## src/rtl/vga_stream_out.sv

```systemverilog
// VGA raster timing generator that drains a ready/valid pixel stream onto the DAC conduit.
// Define VGA_TEST_PATTERN_EN to build in the 8-bar colour test pattern (test_pattern_sel).
module vga_stream_out #(
   parameter int   COLOR_W  = 4,
   parameter int   H_ACTIVE = 640,
   parameter int   H_FP     = 16,
   parameter int   H_SYNC   = 96,
   parameter int   H_BP     = 48,
   parameter int   V_ACTIVE = 480,
   parameter int   V_FP     = 10,
   parameter int   V_SYNC   = 2,
   parameter int   V_BP     = 33,
   parameter logic HS_POL   = 1'b0,
   parameter logic VS_POL   = 1'b0
) (
   input  logic                 clk_clk,
   input  logic                 reset_reset,
   input  logic [3*COLOR_W-1:0] pix_data,
   input  logic                 pix_valid,
   input  logic                 pix_sop,
   output logic                 pix_ready,
   input  logic                 test_pattern_sel,
   output logic                 vga_conduit_CLK,
   output logic                 vga_conduit_HS,
   output logic                 vga_conduit_VS,
   output logic                 vga_conduit_BLANK,
   output logic                 vga_conduit_SYNC,
   output logic [COLOR_W-1:0]   vga_conduit_R,
   output logic [COLOR_W-1:0]   vga_conduit_G,
   output logic [COLOR_W-1:0]   vga_conduit_B,
   output logic                 frame_start,
   output logic                 underflow
);

   localparam int H_TOT  = H_ACTIVE + H_FP + H_SYNC + H_BP;
   localparam int V_TOT  = V_ACTIVE + V_FP + V_SYNC + V_BP;
   localparam int HW     = $clog2(H_TOT);
   localparam int VW     = $clog2(V_TOT);
   localparam int HS_BEG = H_ACTIVE + H_FP;
   localparam int HS_END = HS_BEG + H_SYNC;
   localparam int VS_BEG = V_ACTIVE + V_FP;
   localparam int VS_END = VS_BEG + V_SYNC;

   typedef enum logic [1:0] {HUNT, WAIT_FRAME, SYNCED} state_t;

   state_t               state, state_nxt;
   logic [HW-1:0]        h_cnt;
   logic [VW-1:0]        v_cnt;
   logic                 at_origin, active, eff_synced, show, starve, tp;
   logic [3*COLOR_W-1:0] pix_nxt;

   assign vga_conduit_CLK  = clk_clk;
   assign vga_conduit_SYNC = 1'b0;

   assign at_origin  = (h_cnt == '0) && (v_cnt == '0);
   assign active     = (int'(h_cnt) < H_ACTIVE) && (int'(v_cnt) < V_ACTIVE);
   // WAIT_FRAME behaves as SYNCED at the origin so the first pixel is not lost
   assign eff_synced = (state == SYNCED) || ((state == WAIT_FRAME) && at_origin);

`ifdef VGA_TEST_PATTERN_EN
   localparam int BAR_W = (H_ACTIVE >= 8) ? H_ACTIVE / 8 : 1;
   logic [2:0]           bar;
   logic [3*COLOR_W-1:0] bar_rgb;

   assign tp = test_pattern_sel;

   always_comb begin
      bar     = (int'(h_cnt) >= 8 * BAR_W) ? 3'd7 : 3'(int'(h_cnt) / BAR_W);
      bar_rgb = {{COLOR_W{~bar[1]}}, {COLOR_W{~bar[2]}}, {COLOR_W{~bar[0]}}};
   end
`else
   logic sel_unused;

   assign tp         = 1'b0;
   assign sel_unused = test_pattern_sel;
`endif

   always_ff @(posedge clk_clk) begin
      if (reset_reset) state <= HUNT;
      else             state <= state_nxt;
   end

   always_comb begin
      state_nxt = state;
      if (eff_synced)
         state_nxt = (pix_valid && active && (pix_sop != at_origin)) ? HUNT : SYNCED;
      else if ((state == HUNT) && pix_valid && pix_sop)
         state_nxt = WAIT_FRAME;
      if (tp) state_nxt = HUNT;
   end

   always_comb begin
      pix_ready = 1'b0;
      if (eff_synced)         pix_ready = active;
      else if (state == HUNT) pix_ready = !(pix_valid && pix_sop);
      if (tp)                 pix_ready = 1'b1;
      if (reset_reset)        pix_ready = 1'b0;
      show   = eff_synced && active && pix_valid && (pix_sop == at_origin) && !tp;
      starve = eff_synced && active && !pix_valid && !tp;
   end

   always_comb begin
      pix_nxt = '0;
      if (show) pix_nxt = pix_data;
`ifdef VGA_TEST_PATTERN_EN
      if (tp && active) pix_nxt = bar_rgb;
`endif
   end

   always_ff @(posedge clk_clk) begin
      if (reset_reset) begin
         h_cnt             <= '0;
         v_cnt             <= '0;
         vga_conduit_HS    <= ~HS_POL;
         vga_conduit_VS    <= ~VS_POL;
         vga_conduit_BLANK <= 1'b0;
         vga_conduit_R     <= '0;
         vga_conduit_G     <= '0;
         vga_conduit_B     <= '0;
         frame_start       <= 1'b0;
         underflow         <= 1'b0;
      end else begin
         if (int'(h_cnt) == H_TOT - 1) begin
            h_cnt <= '0;
            v_cnt <= (int'(v_cnt) == V_TOT - 1) ? '0 : v_cnt + 1'b1;
         end else begin
            h_cnt <= h_cnt + 1'b1;
         end
         vga_conduit_HS    <= ((int'(h_cnt) >= HS_BEG) && (int'(h_cnt) < HS_END)) ? HS_POL : ~HS_POL;
         vga_conduit_VS    <= ((int'(v_cnt) >= VS_BEG) && (int'(v_cnt) < VS_END)) ? VS_POL : ~VS_POL;
         vga_conduit_BLANK <= active;
         vga_conduit_R     <= pix_nxt[3*COLOR_W-1 -: COLOR_W];
         vga_conduit_G     <= pix_nxt[2*COLOR_W-1 -: COLOR_W];
         vga_conduit_B     <= pix_nxt[COLOR_W-1:0];
         frame_start       <= (h_cnt == '0) && (int'(v_cnt) == V_ACTIVE);
         underflow         <= starve;
      end
   end

endmodule

```

## config.mk

```make
export PLATFORM = sky130hd
export DESIGN_NAME = vga_stream_out
export DESIGN_NICKNAME = d
export VERILOG_FILES = /design/src/rtl/vga_stream_out.sv
export SDC_FILE = /design/constraint.sdc
export NUM_CORES = 1
export LEC_CHECK = 0
export CORE_MARGIN = 4
export CORE_UTILIZATION = 45
export CTS_BUF_LIST = sky130_fd_sc_hd__clkbuf_8 sky130_fd_sc_hd__clkbuf_16
export DETAILED_ROUTE_END_ITERATION = 7
export GPL_TIMING_DRIVEN = 0
export PLACE_DENSITY = 0.72
export SYNTH_ARGS = -nofsm -noshare
export SYNTH_HDL_FRONTEND = slang
export SYNTH_SLANG_ARGS = --single-unit
```

## constraint.sdc

```tcl
create_clock -name clk_clk -period 5.6 [get_ports clk_clk]
set_input_delay 0.56 -clock clk_clk [delete_from_list [all_inputs] [get_ports clk_clk]]
set_output_delay 0.56 -clock clk_clk [all_outputs]
set_load 0.005 [all_outputs]
```

==> results.md, run 1 <==
* Core Box Area at approximately 3700 um2
* Register Area at between 700 and 800 um2
* Post-detailed-route DRC marker count at 0
* Hold Slack at 468 ps
* Largest stage delay on the critical path at ~430 ps
* Count of vias placed by the detailed router at 1456
* Via count of the first global-routing pass at ~1500
* Most used flip-flop cell after synthesis: sky130_fd_sc_hd__dfxtp_1
* Routability congestion estimate at about 0.80
* Vert. Die Dim at between 70 and 80 um
* Number of rows created at floorplan at 22
* Final max-slew violation count at 0
* Commonest cells after routing, fill and taps aside: sky130_fd_sc_hd__dfxtp_1 (39), sky130_fd_sc_hd__clkdlybuf4s50_1 (33), sky130_fd_sc_hd__nor2_1 (24), sky130_fd_sc_hd__nand2_1 (21), sky130_fd_sc_hd__xor2_1 (12)
* DRT Pass-1 Iters at 4
* Endpoint class of the critical path: output pin
* Footprint of the multi-input gates at between 900 and 1000 um2
* Number of antenna violations at the first check in global routing at 0
* Most frequent standard cell in the layout excluding fill and tap cells: sky130_fd_sc_hd__dfxtp_1
* Ratio of cells with drive above 1 in the final layout at between 10% and 20%
* Number of inserted filler cells in the final layout at between 300 and 400
* Seq cells post-synth at 39
* Power per unit of standard cell area at 259 nW/um2
* Placement Setup Slack at 1710 ps
* Required time worst endpoint at roughly 5000 ps
* Critical path arrival at approximately 3600 ps
* Worst hold path type: reg2reg
* Layout Utilization at between 60% and 70%
* Relative max-transition margin at 64.0%
* Starting density of the core at between 40% and 50%
* HPWL reported at the end of detailed placement at approximately 2.6 mm
* Setup bufs post-CTS at 0
* Worst Setup Start Kind: clock port
* WS Path Type: clk2out
* Count of nets after finishing at 259
* Per-instance average area after synthesis at around 9.1 um2
* Wire length of the first global-routing pass at around 6.5 mm
* Routed wire length at 3.63 mm
* Yosys Warn Count at 0
* CTS tree: done
* Routed via count divided by cell count at 5.07
* Maximum number of pins on one net before global-route repair at 12
* Ports at 37
* Post-synth ARST share at 0%
* Number of gates resized after cts at 0
* Status: completed
* VDD IR max at between 150 and 200 uV
* Dominant cell type by count on the critical path: sky130_fd_sc_hd__clkbuf_8
* Reg clk slew, reported paths at ~60 ps
* Global Route Usage Sum at 16.6%
* Minimum setup slack in the final design at about 1500 ps
* Count of cell types in the netlist at 42
* Average wire per standard cell at ~13 um
* Hold bufs inserted after CTS at 0
* Cell Chain, Critical Path: clkbuf_8, clkbuf_8, buf_4, clkdlybuf4s50_1
* Number of I/O port buffers at 33
* Total Die Area at 5040 um2
* Clock latency on the worst-skew pair at around 400 ps
* Growth of design area from synthesis to finish at 28.8%
* Setup Total Neg Slack at 0 ps
* Number of DRC markers after the initial detailed-route iteration at 53
* Syn_nets at around 220
* Slew @ Worst Pin at between 500 and 600 ps
* # diodes at 0
* Detail Route Antenna Nets at 0
* Critical path peak fanout at 2
* Total setup violations reported at the end of the flow at 0
* EDFF count, synth at 0
* Final Skew at between 7 and 8 ps
* Die span in x at a little over 70 um
* RSZ-0062 raised after global routing: no
* Final Total Pwr at 0.595 mW
* Leak pwr at approximately 0.85 nW
* Residual overflow from global routing at 0
* Critical-path cell with the highest stage delay: sky130_fd_sc_hd__clkdlybuf4s50_1
* Max cap viols at 0
* Count of mapped cells out of synthesis at around 200
* Final count of hold timing violations at 0
* Portion of the post-synthesis area used by sequential elements at between 40 and 50%
* Synthesized cell area at 1780 um2
[final cells by class]
class	count	area share, %
multi-input cells	139	39.9
flip-flops and latches	39	34.0
repair buffers	32	13.9
clock buffers	9	5.23
plain buffers	10	2.67
well taps	48	2.61
inverters	7	1.14
clock inverters	3	0.545
[synthesized netlist by cell type (2+ instances only)]
cell type | number | share of area (%)
sky130_fd_sc_hd__a21oi_1 | 2 | 0.56
sky130_fd_sc_hd__and3_1 | 5 | 1.8
sky130_fd_sc_hd__buf_4 | 2 | 0.84
sky130_fd_sc_hd__buf_6 | 2 | 1.3
sky130_fd_sc_hd__clkbuf_1 | 4 | 0.84
sky130_fd_sc_hd__dfxtp_1 | 39 | 44
sky130_fd_sc_hd__ha_1 | 4 | 2.8
sky130_fd_sc_hd__inv_1 | 7 | 1.5
sky130_fd_sc_hd__nand2_1 | 21 | 4.4
sky130_fd_sc_hd__nand3_1 | 8 | 2.2
sky130_fd_sc_hd__nand4_1 | 9 | 3.2
sky130_fd_sc_hd__nor2_1 | 24 | 5.0
sky130_fd_sc_hd__nor2b_1 | 2 | 0.70
sky130_fd_sc_hd__nor3_1 | 10 | 2.8
sky130_fd_sc_hd__nor3_2 | 9 | 5.0
sky130_fd_sc_hd__nor3_4 | 2 | 1.8
sky130_fd_sc_hd__nor4_1 | 2 | 0.70
sky130_fd_sc_hd__nor4b_1 | 2 | 0.98
sky130_fd_sc_hd__o21ai_0 | 3 | 0.84
sky130_fd_sc_hd__o41ai_1 | 2 | 0.98
sky130_fd_sc_hd__or3_1 | 3 | 1.1
sky130_fd_sc_hd__xnor2_1 | 2 | 0.98
sky130_fd_sc_hd__xor2_1 | 12 | 5.9
[worst max-delay path: cells and delay by family]
kind	cells	cell delay [ps]
buf+inv	4	760
[final timing paths]
| path | startpoint | to | slack, ps | cells past startpoint |
|---|---|---|---|---|
| hold / removal | h_cnt[0] | h_cnt[0] | 470 | 1 |
| setup reg to reg | v_cnt[0] | vga_conduit_R[3] | 3600 | 8 |
| setup / recovery | clk_clk | vga_conduit_CLK | 1470 | 4 |
| hold reg to reg | h_cnt[0] | h_cnt[0] | 470 | 1 |
[power by group]
| part | total (mW) | internal (mW) | switching (mW) | leakage, nW |
|---|---|---|---|---|
| Sequential | 0.284 | 0.281 | 0.00249 | 0.315 |
| Clock | 0.253 | 0.150 | 0.103 | 0.0808 |
| Combinational | 0.0590 | 0.0278 | 0.0312 | 0.458 |
| Total | 0.595 | 0.458 | 0.137 | 0.854 |
[state kept, by name (all words and copies together) (netlist names)]
| signal | flops |
|---|---|
| vga_conduit_B | 4 |
| vga_conduit_VS | 1 |
| vga_conduit_HS | 1 |
| v_cnt | 10 |
| underflow | 1 |
| vga_conduit_BLANK | 1 |
| frame_start | 1 |
| h_cnt | 10 |
| state | 2 |
| vga_conduit_G | 4 |
| vga_conduit_R | 4 |
[metal layers]
layer | GRT usage, % | share of wire, %
met1 | 21.0 | 48
met2 | 23.4 | 43
met3 | 6.39 | 5.9
met4 | 10.9 | 2.8
met5 | 0 | 0
[through the flow]
stage	std cells	instance area (um2)
2_1_floorplan	195	1780
3_3_place_gp	276	2170
3_5_place_dp	276	2170
4_1_cts	287	2300
5_1_grt	287	2300
6_report	287	2300
[cells by family after synthesis]
logic type,synth area share [%]
other,0.210
AOI/OAI and AO/OA,5.89
adders and majority gates,2.81
and+or+nand+nor,34.6
DFF,43.8
buffers and inverters,4.91
xor gates and xnor gates,7.78
(Power assumes the default switching activity.)
==> run 2, diff against run 1 <==
--- a/config.mk
+++ b/config.mk
@@ -10,7 +10,7 @@
 export CTS_BUF_LIST = sky130_fd_sc_hd__clkbuf_8 sky130_fd_sc_hd__clkbuf_16
 export DETAILED_ROUTE_END_ITERATION = 7
 export GPL_TIMING_DRIVEN = 0
-export PLACE_DENSITY = 0.72
+export PLACE_DENSITY = 0.74
 export SYNTH_ARGS = -nofsm -noshare
 export SYNTH_HDL_FRONTEND = slang
 export SYNTH_SLANG_ARGS = --single-unit
==> constraint.sdc (replaced) <==
create_clock -name clk_clk -period 3.4 [get_ports clk_clk]
set_input_delay 0.34 -clock clk_clk [delete_from_list [all_inputs] [get_ports clk_clk]]
set_output_delay 0.34 -clock clk_clk [all_outputs]
set_load 0.005 [all_outputs]
==> run 2 against run 1 <==
  * Combinational power grew 62%
  * Non-clock buffer count stayed put
  * Clock skew is essentially flat
  * Final cell count unchanged
  * Hold slack worse by 200 ps
  * Via count up 2.8%
  * Critical endpoint is now pix_ready
  * Largest power group is now the clock network
==> results.md, run 2 (same netlist as run 1, synthesis figures left out) <==
* Status: completed
* Routability congestion estimate at approximately 0.77
* Worst reg2reg endpoint: vga_conduit_R[3]
* Worst Setup Start Kind: flop
* Total Die Area at between 5000 and 6000 um2
* Worst reg2reg startpoint: v_cnt[1]
* Routed via count divided by cell count at roughly 5.2
* Final Skew at around 7.0 ps
* Worst reg-to-reg path cell count at 8
* Flop-to-flop setup slack at 1460 ps
* Cell Chain, Critical Path: inv_1, ha_1, and4bb_2, nand4_2, nor3_4, a31oi_1, o21ai_0, clkdlybuf4s50_1
* Fin crit share at roughly 86%
* Switching power total at 0.237 mW
* End point of the critical path: pix_ready
* Critical-path cell with the highest stage delay: sky130_fd_sc_hd__clkdlybuf4s50_1
* Met1 wire length at roughly 1.6 mm
* Vert. Die Dim at approximately 70 um
* Residual overflow from global routing at 0
* CTS tree: done
* Peak clock frequency supported by timing at roughly 340 MHz
* Commonest cells after routing, fill and taps aside: sky130_fd_sc_hd__dfxtp_1 (39), sky130_fd_sc_hd__clkdlybuf4s50_1 (33), sky130_fd_sc_hd__nor2_1 (24), sky130_fd_sc_hd__nand2_1 (21), sky130_fd_sc_hd__xor2_1 (12)
* Met2 routed wirelength at approximately 1.6 mm
* Ratio of cells with drive above 1 in the final layout at 14.2%
* Total setup violations reported at the end of the flow at 0
* Power per unit of standard cell area at between 400 and 500 nW/um2
* Top routing layer in use: met4
* Largest stage delay on the critical path at 530 ps
* Met3 wire length at approximately 250 um
* Top Registers: h_cnt (10), v_cnt (10)
* Ports at 37
* Critical path arrival at ~2600 ps
* Die span in x at 71.0 um
* Minimum setup slack in the final design at around 470 ps
* Number of gates resized after cts at 0
* Clock latency on the worst-skew pair at roughly 400 ps
* Part of the power in combinational logic at 8.8%
* Internal at ~0.85 mW
* Critical path peak fanout at 6
* Final max-slew violation count at 0
* Via count of the first global-routing pass at roughly 1400
* Number of antenna violations at the first check in global routing at 0
* Core Box Area at 3740 um2
* Maximum number of pins on one net before global-route repair at 13
* Final worst path period need at a little under 3000 ps
* DRT Pass-1 Iters at 4
* Routed wire length at between 3 and 4 mm
* Starting density of the core at about 48%
* Global Route Usage Sum at roughly 16%
* HPWL reported at the end of detailed placement at 2.50 mm
* Wire length of the first global-routing pass at between 6 and 7 mm
* Average wire per standard cell at approximately 12 um
* Fraction of power consumed by the clock network at about 48%
* Reg clk slew, reported paths at 70 ps
* Setup Total Neg Slack at 0 ps
* First element of the critical path: v_cnt[1]
* Max cap viols at 0
* Number of I/O port buffers at 33
* Post-detailed-route DRC marker count at 0
* Sequential group share of total power at a little over two fifths
* Hold bufs inserted after CTS at 0
* Count of nets after finishing at between 200 and 300
* Placement Setup Slack at roughly 830 ps
* Leak pwr at just under 0.9 nW
* Detail Route Antenna Nets at 0
* Layout Utilization at 62.3%
* RSZ-0062 raised after global routing: no
* # placed instances at roughly 280
* WS Path Type: reg2out
* Number of DRC markers after the initial detailed-route iteration at roughly 130
* Final count of hold timing violations at 0
* Required time worst endpoint at slightly above 3000 ps
* Fraction of power spent switching nets at approximately 22%
* Relative max-transition margin at 64.3%
* # diodes at 0
* Most frequent standard cell in the layout excluding fill and tap cells: sky130_fd_sc_hd__dfxtp_1
* Endpoint class of the critical path: output pin
* Fin cells at between 200 and 300
* Worst hold path type: in2reg
* VDD IR max at between 200 and 300 uV
* Number of rows created at floorplan at 22
* Count of vias placed by the detailed router at roughly 1500
* Slew @ Worst Pin at between 500 and 600 ps
* Final Total Pwr at about 1.1 mW
* Growth of design area from synthesis to finish at 30.8%
* Setup bufs post-CTS at 0
[run 2: per-stage QoR]
step           hold WS, ps  instance area, um2
6_report               272                2330
5_1_grt                292                2330
4_1_cts                266                2330
3_5_place_dp           459                2170
3_3_place_gp           448                2170
2_1_floorplan          421                1780
[run 2: worst min-delay path by stage]
stage          depth (start not counted)  slack (ps)                to      start
6_report                               3         270  vga_conduit_B[3]  pix_valid
3_5_place_dp                           1         460          h_cnt[0]   h_cnt[0]
5_1_grt                                3         290  vga_conduit_B[3]  pix_valid
2_1_floorplan                          1         420   vga_conduit_CLK    clk_clk
4_1_cts                                3         270  vga_conduit_B[3]  pix_valid
3_3_place_gp                           1         450          h_cnt[0]   h_cnt[0]
[run 2: routing by layer]
| metal | global-route usage (%) | vias to the layer above |
|---|---|---|
| met5 | 0 | - |
| met4 | 14.2 | 0 |
| met3 | 5.11 | 7 |
| met2 | 22.7 | 47 |
| met1 | 18.5 | 682 |
| li1 | - | 761 |
[run 2: final cells by class]
| class | instances | area, um2 |
|---|---|---|
| inverter | 7 | 26.3 |
| timing repair buffer | 32 | 320 |
| multi-input combinational | 139 | 916 |
| clock inverter | 2 | 35.0 |
| buffer | 10 | 61.3 |
| tap | 48 | 60.1 |
| sequential | 39 | 781 |
| clock buffer | 10 | 134 |
| fill | 335 | 1410 |
[run 2: power by group through the flow]
| stage | Combinational, mW | Clock [mW] | Sequential (mW) |
|---|---|---|---|
| after floorplan | 0.0603 | 0.0191 | 0.477 |
| after global placement | 0.0957 | 0.0411 | 0.478 |
| after detailed placement | 0.0960 | 0.0411 | 0.478 |
| after CTS | 0.0967 | 0.542 | 0.467 |
| after global routing | 0.106 | 0.572 | 0.468 |
| final | 0.0955 | 0.529 | 0.467 |
[run 2: worst max-delay path, delay by kind of cell, from the launching register on]
family / cells / cell delay [ps]
AO/OA/AOI/OAI: 2 / 310
flip-flops: 1 / 390
adder cells (fa/ha/maj): 1 / 150
AND/OR/NAND/NOR: 3 / 750
buffers and inverters: 2 / 610
